$ cat src/rtl/config_bits_sync.sv
// config_bits_sync: brings static configuration bits into the user clock
// domain and offers them over valid/ready. Optional macro: CFG_PARITY_EN.
module config_bits_sync #(
    parameter int NoConfigBits = 12,
    parameter int StableCycles = 4
) (
    input  logic                    CLK,
    input  logic                    reset,
    input  logic [NoConfigBits-1:0] C_bits,
    input  logic                    ConfigDone,
    output logic [NoConfigBits-1:0] cfg_data,
    output logic                    cfg_valid,
    input  logic                    cfg_ready,
    output logic                    cfg_change
`ifdef CFG_PARITY_EN
    ,
    output logic                    cfg_parity
`endif
);

    localparam logic [1:0] IDLE    = 2'd0;
    localparam logic [1:0] SETTLE  = 2'd1;
    localparam logic [1:0] PRESENT = 2'd2;
    localparam logic [1:0] HOLD    = 2'd3;

    localparam logic [7:0] LAST_CNT = 8'(StableCycles - 1);

    logic [NoConfigBits-1:0] bits_m;
    logic [NoConfigBits-1:0] s_bits;
    logic                    done_m;
    logic                    s_done;
    logic [NoConfigBits-1:0] prev;
    logic [NoConfigBits-1:0] last;
    logic                    xfer_seen;

    logic [1:0] state;
    logic [1:0] state_n;
    logic [7:0] cnt;
    logic [7:0] cnt_n;
    logic       pending;
    logic       pending_n;
    logic       load;
    logic       stable;
    logic       differs;
    logic       xfer;

    assign stable    = (s_bits == prev);
    assign differs   = (s_bits != cfg_data);
    assign cfg_valid = (state == PRESENT);
    assign xfer      = cfg_valid & cfg_ready;

    // two-flop synchronizers for the asynchronous bits and done flag
    always_ff @(posedge CLK or posedge reset) begin
        if (reset) begin
            bits_m <= '0;
            s_bits <= '0;
            done_m <= 1'b0;
            s_done <= 1'b0;
        end else begin
            bits_m <= C_bits;
            s_bits <= bits_m;
            done_m <= ConfigDone;
            s_done <= done_m;
        end
    end

    // one-cycle-old copy of the synchronized bits for stability detection
    always_ff @(posedge CLK or posedge reset) begin
        if (reset) begin
            prev <= '0;
        end else begin
            prev <= s_bits;
        end
    end

    // next-state, settle counter and pending-change decode
    always_comb begin
        state_n   = state;
        cnt_n     = cnt;
        pending_n = pending;
        load      = 1'b0;
        if (!s_done) begin
            state_n   = IDLE;
            cnt_n     = '0;
            pending_n = 1'b0;
        end else begin
            unique case (state)
                IDLE: begin
                    cnt_n   = '0;
                    state_n = SETTLE;
                end
                SETTLE: begin
                    if (!stable) begin
                        cnt_n = '0;
                    end else if (cnt == LAST_CNT) begin
                        load    = 1'b1;
                        cnt_n   = '0;
                        state_n = PRESENT;
                    end else begin
                        cnt_n = cnt + 8'd1;
                    end
                end
                PRESENT: begin
                    if (differs) begin
                        pending_n = 1'b1;
                    end
                    if (xfer) begin
                        state_n   = pending ? SETTLE : HOLD;
                        pending_n = 1'b0;
                        cnt_n     = '0;
                    end
                end
                HOLD: begin
                    if (differs) begin
                        cnt_n   = '0;
                        state_n = SETTLE;
                    end
                end
                default: begin
                    state_n   = IDLE;
                    cnt_n     = '0;
                    pending_n = 1'b0;
                end
            endcase
        end
    end

    // FSM state, counter and pending flag
    always_ff @(posedge CLK or posedge reset) begin
        if (reset) begin
            state   <= IDLE;
            cnt     <= '0;
            pending <= 1'b0;
        end else begin
            state   <= state_n;
            cnt     <= cnt_n;
            pending <= pending_n;
        end
    end

    // offered value, loaded only when entering PRESENT
    always_ff @(posedge CLK or posedge reset) begin
        if (reset) begin
            cfg_data <= '0;
        end else if (load) begin
            cfg_data <= s_bits;
        end
    end

`ifdef CFG_PARITY_EN
    // parity travels with cfg_data
    always_ff @(posedge CLK or posedge reset) begin
        if (reset) begin
            cfg_parity <= 1'b0;
        end else if (load) begin
            cfg_parity <= ^s_bits;
        end
    end
`endif

    // transfer history and change pulse; a transfer completes even on abort
    always_ff @(posedge CLK or posedge reset) begin
        if (reset) begin
            last       <= '0;
            xfer_seen  <= 1'b0;
            cfg_change <= 1'b0;
        end else begin
            cfg_change <= xfer & (~xfer_seen | (cfg_data != last));
            if (xfer) begin
                last      <= cfg_data;
                xfer_seen <= 1'b1;
            end
        end
    end

endmodule

$ cat config.mk
export PLATFORM = sky130hd
export DESIGN_NAME = config_bits_sync
export DESIGN_NICKNAME = d
export VERILOG_FILES = /design/src/rtl/config_bits_sync.sv
export SDC_FILE = /design/constraint.sdc
export NUM_CORES = 1
export LEC_CHECK = 0
export CAP_MARGIN = 10
export CORE_MARGIN = 8
export CORE_UTILIZATION = 25
export CTS_BUF_LIST = sky130_fd_sc_hd__clkbuf_16
export DETAILED_ROUTE_END_ITERATION = 10
export GPL_TIMING_DRIVEN = 0
export PLACE_DENSITY = 0.51
export SLEW_MARGIN = 20
export SYNTH_ARGS = -nofsm -noshare
export SYNTH_HDL_FRONTEND = slang
export SYNTH_SLANG_ARGS = --single-unit
$ cat constraint.sdc
create_clock -name CLK -period 7.5 [get_ports CLK]
set_clock_uncertainty 0.1 [all_clocks]
set_input_delay 1.125 -clock CLK [delete_from_list [all_inputs] [get_ports CLK]]
set_output_delay 1.125 -clock CLK [all_outputs]
set_load 0.01 [all_outputs]
==> results.yml <==
run_status:
  status: "completed"
sta:
  fmax_mhz: 349.1
  rsz0062_at_grt: "no"
  relSlewSlack: 0.6759
  holdWs_ns: 0.2453
  worst_slew_pin_slew_ns: 0.4861
  hold_viol: 0
  drv_slew: 0
  setup_viol: 0
  setup_tns_ns: 0
  period_minus_slack_ns: 2.864
  fin_crit_sh: 0.3819
hold_path:
  hold_class: "register to register"
  hold_path.startpoint: "bits_m[5]$_DFF_PP0_"
clock_network:
  hold_buffers: 0
  cts_buffers: 9
  cts_tree: "built"
  post_cts_buffers: 0
  clkSlewWorstSetupHoldPaths_ns: 0.05
  insertion_delay_ns: 0.32
  clockRootBuffer: "clkbuf_16"
  cts_resized: 0
  cts_sinks: 75
  clockBufferDepth: 2
  cts_max_level: 3
place:
  hpwlAfterDp_mm: 3.977
  gp_congestion: 0.6919
  port_buffers: 29
  place_inst: 394
synth:
  yosysTopAreaCell: "dfrtp_1"
  yosysSeqAreaShare: 0.6219
  synth_seq_cells: 75
  synthesis.area_um2: 3018
  postSynthAreaPerCell_um2: 13.91
  synthTopCellsByArea: "dfrtp_1, xor2_1, mux2_4"
  netlist-cell-type-count: 37
  netlist_instances: 217
  synth_top_cell_area_share: 0.6219
  syn-num-nets: 238
  yosys_warnings: 0
layout:
  final_core_util: 0.3166
  nets: 279
  drive_above_1_share: 0.1379
  n_antenna_cell: 0
  syn_to_final_growth_pct: 24.96
  fin_cells: 408
grt:
  grt-ovfl-total: 0
  grt_util_all_layers: 0.07542
  first_global_vias: 1847
  grt_pass1_wl_mm: 9.308
  grt_max_degree: 58
  antenna_found_initial: 0
routing:
  top_layer: "met4"
  routed-via-count: 1712
  routed_wl_mm: 5.503
  dr.pass1.iters: 4
  drc: 0
  dr.first_iter.drc_count: 90
  via_per_inst: 4.196
  wl_per_cell_um: 13.49
  wl_met3_um: 137
  wl_met1_mm: 2.649
  ant_nets: 0
  wl_met2_mm: 2.602
power:
  power_density_nw_per_um2: 231.0
  leakage_uw: 0.001742
  ir_drop_v: 0.0001299
floorplan:
  die_w_um: 125.9
  dieArea_um2: 15840
  fp.coreArea_um2: 11910
  io_pins: 30
  row_count: 40
  start_util: 0.2534
  die_y_um: 125.9
worst_setup_path:
  cp_max_fo: 5
  cp-startpoint: "state[0]$_DFFE_PP0P_"
  cp.arrival_ns: 1.64
  startpoint_type: "register"
  cp-end-kind: "output pin"
  critPathKind: "register to output pin"
  critical_path_required_ns: 6.27
  reg2reg_from: "cnt[5]$_DFFE_PP0P_"
job:
  drv_cap: 0
-- per-stage QoR --
| step | setup slack [ns] | cell area [um^2] | power (uW) |
|---|---|---|---|
| finish | 4.636 | 3771 | 871.0 |
| global route | 4.559 | 3771 | 915.9 |
| detailed placement | 4.441 | 3522 | 520.6 |
| global placement | 3.100 | 3492 | 514.9 |
| floorplan | 4.365 | 3018 | 489.9 |
| CTS | 4.598 | 3771 | 887.6 |
-- registers in the layout, indices dropped and copies added (netlist names) --
| register | cells |
|---|---|
| prev | 12 |
| last | 12 |
| cnt | 8 |
| pending | 1 |
| cfg_data | 12 |
| xfer_seen | 1 |
| s_done | 1 |
| state | 2 |
| bits_m | 12 |
| cfg_change | 1 |
| done_m | 1 |
| s_bits | 12 |
-- layout make-up --
class	count	area, um^2
Clock buffer	9	225.2
Multi-Input combinational cell	130	1089
Timing Repair Buffer	30	317.8
Clock inverter	5	23.77
Tap cell	147	183.9
Buffer	3	18.77
Inverter	9	36.28
Fill cell	1224	8140
Sequential cell	75	1877
-- cells by family after synthesis --
family	synth area share
flops	0.6219
simple gates	0.08665
xor+xnor	0.09287
mux	0.1045
compound gates	0.05597
buf+inv	0.01741
fa+ha+maj	0.02073
-- worst max-delay path, cell delays in order, from the launching register on --
cell,delay [ns]
dfrtp_1,0.42
inv_1,0.09
ha_1,0.24
clkdlybuf4s50_1,0.57
-- cells in the final DEF, fill, tap and decap left out, types with 2 or more instances in the layout --
cell type / instances
a22o_1: 2
and3_1: 5
clkbuf_1: 2
clkbuf_16: 9
clkdlybuf4s50_1: 29
clkinv_1: 2
dfrtp_1: 75
ha_1: 5
inv_1: 9
mux2_1: 2
mux2_2: 10
mux2_4: 10
mux2i_1: 3
nand2_1: 8
nand2b_1: 10
nand3_1: 3
nor2_1: 3
nor4_1: 5
o21ai_0: 9
o2bb2ai_1: 6
xnor2_1: 13
xor2_1: 19
-- synthesized netlist by cell type --
cell / count
mux2i_1: 3
nand4b_1: 1
a21boi_0: 1
mux2_1: 2
nor3_1: 1
and4bb_1: 1
nand3_1: 3
and3_1: 5
a31oi_1: 1
o2bb2ai_1: 6
nand4_1: 1
mux2_2: 10
ha_1: 5
a22o_1: 2
xnor2_1: 13
o221ai_1: 1
o211a_1: 1
or4_1: 1
a41oi_1: 1
nand2_1: 8
nand2b_1: 10
nor4_1: 5
o21ai_0: 9
or2_1: 1
or3_1: 1
xor2_1: 19
nand3_2: 1
clkbuf_1: 2
dfrtp_1: 75
o21a_1: 1
a21oi_1: 1
buf_6: 1
nor2_1: 3
and3b_1: 1
or3b_2: 1
inv_1: 9
mux2_4: 10
-- per-layer routing --
metal / up-vias / track usage
met1: 841 / 0.09781
met4: 0 / 0.04459
met5: - / 0
met2: 28 / 0.1119
li1: 834 / -
met3: 9 / 0.01857
-- path summary, 6_finish.rpt --
kind                                           end  slack [ns]  cells after the start
max                                      cfg_valid        4.64                      3
min reg2reg                    s_bits[5]$_DFF_PP0_        0.25                      0
max reg2reg                cfg_data[0]$_DFFE_PP0P_        5.10                      6
max in group asynchronous      last[3]$_DFFE_PP0N_        5.75                      3
min                            s_bits[5]$_DFF_PP0_        0.25                      0
min in group asynchronous       cnt[2]$_DFFE_PP0P_        1.00                      2
-- where the power goes --
group / total (uW) / leakage [uW] / internal [uW] / switching, uW
Combinational: 73.3 / 0.000664 / 36.1 / 37.2
Clock: 359 / 0.000123 / 215 / 144
Sequential: 438 / 0.000955 / 424 / 14.3
No activity file was read; power rests on OpenSTA's default activity.
